### src/rtl/fetch_buffer_pkg.sv
// Shared definitions for the fetch buffer and its issue-queue handshake.
package fetch_buffer_pkg;

  localparam int FB_WIDTH = 32;
  localparam int IQ_DEPTH = 7;

  typedef enum logic [1:0] {
    WEN_NONE = 2'b00,
    WEN_ONE  = 2'b01,
    WEN_TWO  = 2'b11
  } wen_e;

  // Number of instructions moved by a write-enable pattern.
  function automatic logic [1:0] wen_count(input logic [1:0] wen);
    return {1'b0, wen[0]} + {1'b0, wen[1]};
  endfunction

endpackage

### src/rtl/fb_ptr_ctrl.sv
// Head/tail/count bookkeeping for the fetch buffer, plus in_ready and
// issue write-enable generation from registered state.
module fb_ptr_ctrl
  import fetch_buffer_pkg::*;
#(
  parameter  int DEPTH = 8,
  localparam int PTR_W = $clog2(DEPTH)
) (
  input  logic             clk,
  input  logic             reset,
  input  logic             flush,
  input  logic [1:0]       in_valid,
  input  logic [2:0]       iq_free,
  output logic             in_ready,
  output logic [1:0]       push_wen,
  output logic [1:0]       out_wen,
  output logic [PTR_W-1:0] head,
  output logic [PTR_W-1:0] tail
);

  localparam int CNT_W = PTR_W + 1;

  logic [PTR_W-1:0] r_head;
  logic [PTR_W-1:0] r_tail;
  logic [CNT_W-1:0] r_count;
  logic             w_in_ready;
  logic [1:0]       w_push;
  logic [1:0]       w_pop;
  logic [1:0]       w_n_push;
  logic [1:0]       w_n_pop;

  // Ready depends only on registered count, never on this cycle's pop.
  assign w_in_ready = (r_count <= CNT_W'(DEPTH - 2));

  always_comb begin
    w_push = WEN_NONE;
    if (w_in_ready && !flush) begin
      case (in_valid)
        2'b01:   w_push = WEN_ONE;
        2'b11:   w_push = WEN_TWO;
        default: w_push = WEN_NONE;
      endcase
    end
  end

  always_comb begin
    w_pop = WEN_NONE;
    if (!flush) begin
      if (r_count >= CNT_W'(2) && iq_free >= 3'd2)
        w_pop = WEN_TWO;
      else if (r_count >= CNT_W'(1) && iq_free >= 3'd1)
        w_pop = WEN_ONE;
    end
  end

  assign w_n_push = wen_count(w_push);
  assign w_n_pop  = wen_count(w_pop);

  always_ff @(posedge clk or posedge reset) begin
    if (reset) begin
      r_head  <= '0;
      r_tail  <= '0;
      r_count <= '0;
    end else if (flush) begin
      r_head  <= '0;
      r_tail  <= '0;
      r_count <= '0;
    end else begin
      r_head  <= r_head + PTR_W'(w_n_pop);
      r_tail  <= r_tail + PTR_W'(w_n_push);
      r_count <= r_count + CNT_W'(w_n_push) - CNT_W'(w_n_pop);
    end
  end

  assign in_ready = w_in_ready;
  assign push_wen = w_push;
  assign out_wen  = w_pop;
  assign head     = r_head;
  assign tail     = r_tail;

  a_count_bound : assert property (@(posedge clk) disable iff (reset)
    r_count <= CNT_W'(DEPTH));
  a_no_underflow : assert property (@(posedge clk) disable iff (reset)
    ({1'b0, r_count} + {{CNT_W-1{1'b0}}, w_n_push}) >= {{CNT_W-1{1'b0}}, w_n_pop});

endmodule

### src/rtl/fetch_buffer.sv
// Two-wide in-order fetch buffer: circular entry array with dual read ports
// at head and head+1; pointer control lives in fb_ptr_ctrl.
module fetch_buffer
  import fetch_buffer_pkg::*;
#(
  parameter  int WIDTH = FB_WIDTH,
  parameter  int DEPTH = 8,
  localparam int PTR_W = $clog2(DEPTH)
) (
  input  logic             clk,
  input  logic             reset,
  input  logic             flush,
  input  logic [WIDTH-1:0] in_inst0,
  input  logic [WIDTH-1:0] in_inst1,
  input  logic [1:0]       in_valid,
  output logic             in_ready,
  input  logic [2:0]       iq_free,
  output logic [WIDTH-1:0] out_inst0,
  output logic [WIDTH-1:0] out_inst1,
  output logic [1:0]       out_wen
);

  logic [WIDTH-1:0] r_mem [DEPTH];
  logic [1:0]       w_push;
  logic [PTR_W-1:0] w_head;
  logic [PTR_W-1:0] w_tail;
  logic [PTR_W-1:0] w_head_p1;
  logic [PTR_W-1:0] w_tail_p1;

  fb_ptr_ctrl #(.DEPTH(DEPTH)) u_ptr (
    .clk      (clk),
    .reset    (reset),
    .flush    (flush),
    .in_valid (in_valid),
    .iq_free  (iq_free),
    .in_ready (in_ready),
    .push_wen (w_push),
    .out_wen  (out_wen),
    .head     (w_head),
    .tail     (w_tail)
  );

  // Pointer increments wrap naturally at PTR_W bits, so pairs may straddle.
  assign w_head_p1 = w_head + PTR_W'(1);
  assign w_tail_p1 = w_tail + PTR_W'(1);

  always_ff @(posedge clk or posedge reset) begin
    if (reset) begin
      for (int i = 0; i < DEPTH; i++) r_mem[i] <= '0;
    end else begin
      if (w_push[0]) r_mem[w_tail]    <= in_inst0;
      if (w_push[1]) r_mem[w_tail_p1] <= in_inst1;
    end
  end

  assign out_inst0 = r_mem[w_head];
  assign out_inst1 = r_mem[w_head_p1];

endmodule

### config.mk
export PLATFORM = sky130hd
export DESIGN_NAME = fetch_buffer
export DESIGN_NICKNAME = d
export VERILOG_FILES = /design/src/rtl/fetch_buffer_pkg.sv /design/src/rtl/fb_ptr_ctrl.sv /design/src/rtl/fetch_buffer.sv
export SDC_FILE = /design/constraint.sdc
export NUM_CORES = 1
export LEC_CHECK = 0
export ABC_AREA = 0
export CAP_MARGIN = 20
export CORE_MARGIN = 3
export CORE_UTILIZATION = 60
export CTS_CLUSTER_SIZE = 12
export DETAILED_ROUTE_END_ITERATION = 16
export PLACE_DENSITY_LB_ADDON = 0.2
export REMOVE_ABC_BUFFERS = 1
export SLEW_MARGIN = 30
export SYNTH_ARGS = -nofsm -noshare
export SYNTH_HDL_FRONTEND = slang
export SYNTH_SLANG_ARGS = --single-unit
### constraint.sdc
create_clock -name clk -period 10.3 [get_ports clk]
set_clock_uncertainty 0.05 [all_clocks]
set_input_delay 2.06 -clock clk [delete_from_list [all_inputs] [get_ports clk]]
set_output_delay 2.06 -clock clk [all_outputs]
set_load 0.005 [all_outputs]
==> results of run 1 <==
## cell usage in the layout, fill, tap and decap left out, types with 17 or more instances in the layout
master	count
a21oi_1	93
a32oi_1	84
buf_4	34
clkbuf_16	31
clkdlybuf4s50_1	137
dfrtp_1	263
inv_1	17
mux2_2	164
mux2_4	60
mux4_2	128
nand2_1	34
nor2_1	44
nor3_1	67
o2bb2ai_1	160
## cells by family after synthesis
kind of cell | after synthesis | share of synthesized area (%)
AO/OA/AOI/OAI | 374 | 16.9
XOR/XNOR | 7 | 0.445
adder cells (fa/ha/maj) | 15 | 1.27
buffers and inverters | 169 | 4.43
flip-flops | 266 | 38.8
multiplexers | 352 | 32.8
AND/OR/NAND/NOR | 177 | 5.33
## layer usage
| metal | part of all wire (%) | up-vias | global-route usage (%) |
|---|---|---|---|
| li1 | - | 5590 | - |
| met1 | 36 | 7071 | 47.6 |
| met2 | 47 | 1150 | 57.4 |
| met3 | 12 | 256 | 8.91 |
| met4 | 5.0 | 0 | 16.9 |
| met5 | 0 | - | 0 |
## path summary, 6_finish.rpt
kind / slack [ns] / from / to / cells after the start
max reg2reg: 6.25 / u_ptr.tail[0] / r_mem[38] / 6
min reg2reg: 0.53 / r_mem[75] / r_mem[75] / 2
max: 3.94 / u_ptr.head[1] / out_inst1[20] / 5
min in group asynchronous: 1.87 / reset / r_mem[195] / 2
max in group asynchronous: 6.74 / reset / r_mem[182] / 4
min: 0.53 / r_mem[75] / r_mem[75] / 2
## metrics by stage
stage | area, µm² | setup slack (ns) | utilization, % | cells | power, µW
final | 19900 | 3.94 | 70.9 | 1819 | 5680
after global routing | 19900 | 3.75 | 70.9 | 1819 | 5940
after CTS | 19800 | 3.89 | 70.9 | 1819 | 5660
after detailed placement | 18800 | 4.44 | 67.2 | 1764 | 4550
after global placement | 18800 | 4.47 | 67.0 | 1759 | 4460
after floorplan | 16500 | 0.865 | - | 1209 | 3520
## power by group
part | total [µW] | internal, µW | leakage, µW | switching, µW
clock network | 1100 | 655 | 0.000499 | 441
registers | 1720 | 1370 | 0.00346 | 349
logic | 2860 | 1740 | 0.00392 | 1120
total | 5680 | 3770 | 0.00787 | 1910
## sequential cells by signal (all words and copies together) (netlist names)
name / cells
u_ptr.r_count: 4
r_mem: 256
u_ptr.head: 3
u_ptr.tail: 3
## final cells by class
cell class	count	share of cell area [%]
clock inverters	10	0.529
flip-flops and latches	266	33.6
repair buffers	177	8.63
clock buffers	45	4.57
well taps	378	2.38
inverters	18	0.378
multi-input cells	925	49.9
## tightest hold or removal path: stages (launching register included)
cell      delay [ns]
dfrtp_1         0.36
a221oi_1        0.08
nor2_1          0.10
==> flow_metrics.tcl, run 1 <==
set metrics [dict create \
    final_nets 1505 \
    num_vias 14067 \
    synth_cells 1360 \
    hold_buffers 0 \
    drc_errors 0 \
    worstMarginPinSlew_ns 1.01 \
    synth-async-reset-ratio_pct 100 \
    critPathBufInv 2 \
    synth_top_area_share_pct 38.8 \
    portBuffers 138 \
    fin_crit_ns 6.36 \
    drt-initial-drc-count 2037 \
    finalWeightedCongestion 0.836 \
    synth_ff_type "dfrtp_1" \
    finalMaxSlewViolations 0 \
    cap_violations 0 \
    ys_ff_latch 266 \
    syn_avg_cell_area_um2 12.6 \
    initial_core_util_pct 61.3 \
    path_cells "ha_4, buf_4, mux4_2, mux2_2, clkdlybuf4s50_1" \
    cts_max_level 1 \
    critical_path.top_delay_family "buffers and inverters" \
    setup_viol_count_final 0 \
    power_density_nw_per_um2 286 \
    die_y_um 175 \
    relSlewSlack_pct 32.3 \
    cts.clk_slew.worst_paths_ns 0.06 \
    wl_um 56000 \
    grt_overflow_total 0 \
    regArea_um2 6670 \
    dp_hpwl_um 32100 \
    hold_violations 0 \
    ios 139 \
    period_share_pct 61.7 \
    cts_setup_buffers 0 \
    root_buffer "clkbuf_16" \
    die_x_um 175 \
    core-area_um2 28000 \
    ys_top_cells_by_area "dfrtp_1, mux4_2, mux2_2, o2bb2ai_1, mux2_4" \
    cts_tree "done" \
    antenna_found_initial 0 \
    grt_use_total_pct 36.3 \
    rows 61 \
    yosysSeqAreaShare_pct 38.8 \
    cts-resized-gates 0 \
    n_fill_cell 1959 \
    grt_max_degree 90 \
    hold_path.class "reg -> reg" \
    vdd_drop_max_mv 0.183 \
    synth_warnings 0 \
    cts.sinks 266 \
    multi_input_area_um2 9920 \
    synthMostInstantiatedCell "dfrtp_1" \
    via_per_inst 7.73 \
    diodes 0 \
    cp_max_fo 36 \
    clock_latency_ns 0.56 \
    final_antenna_net_count 0 \
    grt_pass1_vias 14619 \
    syn2layout_area_growth_pct 15.8 \
    hold_ws_ns 0.527 \
    wl_per_cell_um 30.8 \
    cts.path.max_buffers 3 \
    syn_area_um2 17200 \
    drive_gt1_share_pct 33.0 \
    crit_path_top_delay_cell "ha_4" \
    yosysTopAreaCell "dfrtp_1" \
    synth_commonest_cells "dfrtp_1, mux2_2, o2bb2ai_1" \
    crit_type "reg -> out" \
    timing.fmax_mhz 157 \
    required_ns 8.19 \
    synth_edf_count 0 \
    grt_pass1_wl_um 86400 \
    rsz0062_at_grt "false" \
    fin_setup_tns_ns 0 \
    end_kind "output pin" \
    start_kind "flop" \
    leakage_uw 0.00787 \
    ys_types 50 \
    status "finished, final reports clean" \
    slowest_delay_ns 0.83 \
    die-area_um2 30700 \
    cp_data_arrival_time_ns 4.25 \
    firstDrtPassIters 8 \
    cts_buffers 30 \
]
(Power assumes the default switching activity.)
==> run 2, diff against run 1 <==
- CORE_UTILIZATION: 60 -> 54
- clock period: 10.3 -> 5.8 ns (I/O delays scaled with it)
==> flow_metrics.tcl, run 2 (synthesis results as in run 1) <==
set metrics [dict create \
    initial_core_util_pct 55.4 \
    timing.fmax_mhz 201 \
    hold_buffers 0 \
    fin_cells 1845 \
    finalWeightedCongestion 0.818 \
    clock_latency_ns 0.59 \
    cp_data_arrival_time_ns 3.76 \
    layout_setup_ws_ns 0.833 \
    die-area_um2 33900 \
    reg2reg_depth 6 \
    path_cells "ha_4, buf_4, mux4_2, mux2_2, clkdlybuf4s50_1" \
    slowest_delay_ns 0.83 \
    core-area_um2 31000 \
    cts.path.max_buffers 3 \
    leakage_uw 0.00793 \
    antenna_found_initial 1 \
    die_y_um 184 \
    setup_viol_count_final 0 \
    syn2layout_area_growth_pct 16.6 \
    firstDrtPassIters 5 \
    via_per_inst 7.48 \
    vdd_drop_max_mv 0.288 \
    crit_type "reg -> out" \
    grt_pass1_wl_um 86800 \
    pre_cts_ws_ns 1.27 \
    power_density_nw_per_um2 510 \
    status "finished, final reports clean" \
    dp_hpwl_um 31600 \
    cts_setup_buffers 0 \
    cts_max_level 1 \
    final_cell_mix "dfrtp_1, mux2_2, o2bb2ai_1" \
    worstMarginPinSlew_ns 1.03 \
    grt_overflow_total 0 \
    cts_buffers 31 \
    grt_pass1_vias 13931 \
    root_buffer "clkbuf_16" \
    cap_violations 0 \
    start_kind "flop" \
    wl_um 57600 \
    rows 64 \
    total_power_uw 10200 \
    hold_ws_ns 0.529 \
    cts_tree "done" \
    final_antenna_net_count 0 \
    relSlewSlack_pct 31.3 \
    place_area_um2 18900 \
    grt_max_degree 116 \
    die_x_um 184 \
    wl_per_cell_um 31.2 \
    place_inst 1785 \
    largest_reg_flops 256 \
    cts.clk_slew.worst_paths_ns 0.06 \
    regMostFlops "r_mem" \
    hold_start "r_mem[85]" \
    rsz0062_at_grt "false" \
    end_kind "output pin" \
    finalMaxSlewViolations 0 \
    finish.instance_area_um2 20000 \
    fin_crit_ns 4.97 \
    largestRegisters "r_mem x256, u_ptr.r_count x4" \
    drt-initial-drc-count 1666 \
    crit_path_top_delay_cell "ha_4" \
    r2r-start "u_ptr.tail[0]" \
    hold_depth 2 \
    portBuffers 138 \
    final_nets 1511 \
    cts.sinks 266 \
    critPathLaunch "u_ptr.head[0]" \
    num_vias 13795 \
    cts-resized-gates 0 \
    required_ns 4.59 \
    layout_commonest_cell "dfrtp_1" \
    ios 139 \
    grt_use_total_pct 33.6 \
    drc_errors 0 \
    hold_violations 0 \
    cp_max_fo 33 \
    hold_path.class "reg -> reg" \
    drive_gt1_share_pct 33.1 \
    period_share_pct 85.6 \
]
run 2: layout make-up:
class	instances	area, µm²
Clock buffer	47	916
Tap cell	396	495
Inverter	18	75.1
Antenna cell	1	2.50
Fill cell	2361	11000
Multi-Input combinational cell	925	9940
Timing Repair Buffer	182	1790
Clock inverter	10	121
Sequential cell	266	6670
run 2: where the power goes:
part	switching (µW)	internal [µW]	leakage, µW
clock	822	1180	0.000511
sequential	548	2440	0.00346
combinational	2090	3140	0.00396
total	3460	6750	0.00793
run 2: worst paths after layout:
kind	end	slack, ns
setup / recovery	out_inst1[11]	0.83
hold / removal	r_mem[85]	0.53
setup reg to reg	r_mem[248]	2.16
hold reg to reg	r_mem[85]	0.53
max in group asynchronous	r_mem[187]	3.40
min in group asynchronous	r_mem[50]	1.11
run 2: critical path, delay by kind of cell, from the launching register on:
kind,cells,cell delay (ns)
fa+ha+maj,1,0.83
buf+inv,2,0.85
flops,1,0.65
mux,2,0.84
run 2: per-stage QoR:
stage	utilization (%)	setup TNS [ns]
floorplan	-	-807.71
global placement	61.0	0
detailed placement	61.1	0
CTS	64.4	0
global route	64.6	0
finish	64.6	0
run 2: per-layer routing:
layer / track usage (%) / routed length [µm] / vias to the layer above
li1: - / - / 5584
met1: 45.5 / 22300 / 7086
met2: 54.4 / 27600 / 956
met3: 6.81 / 5710 / 169
met4: 12.2 / 1990 / 0
met5: 0 / 0 / -
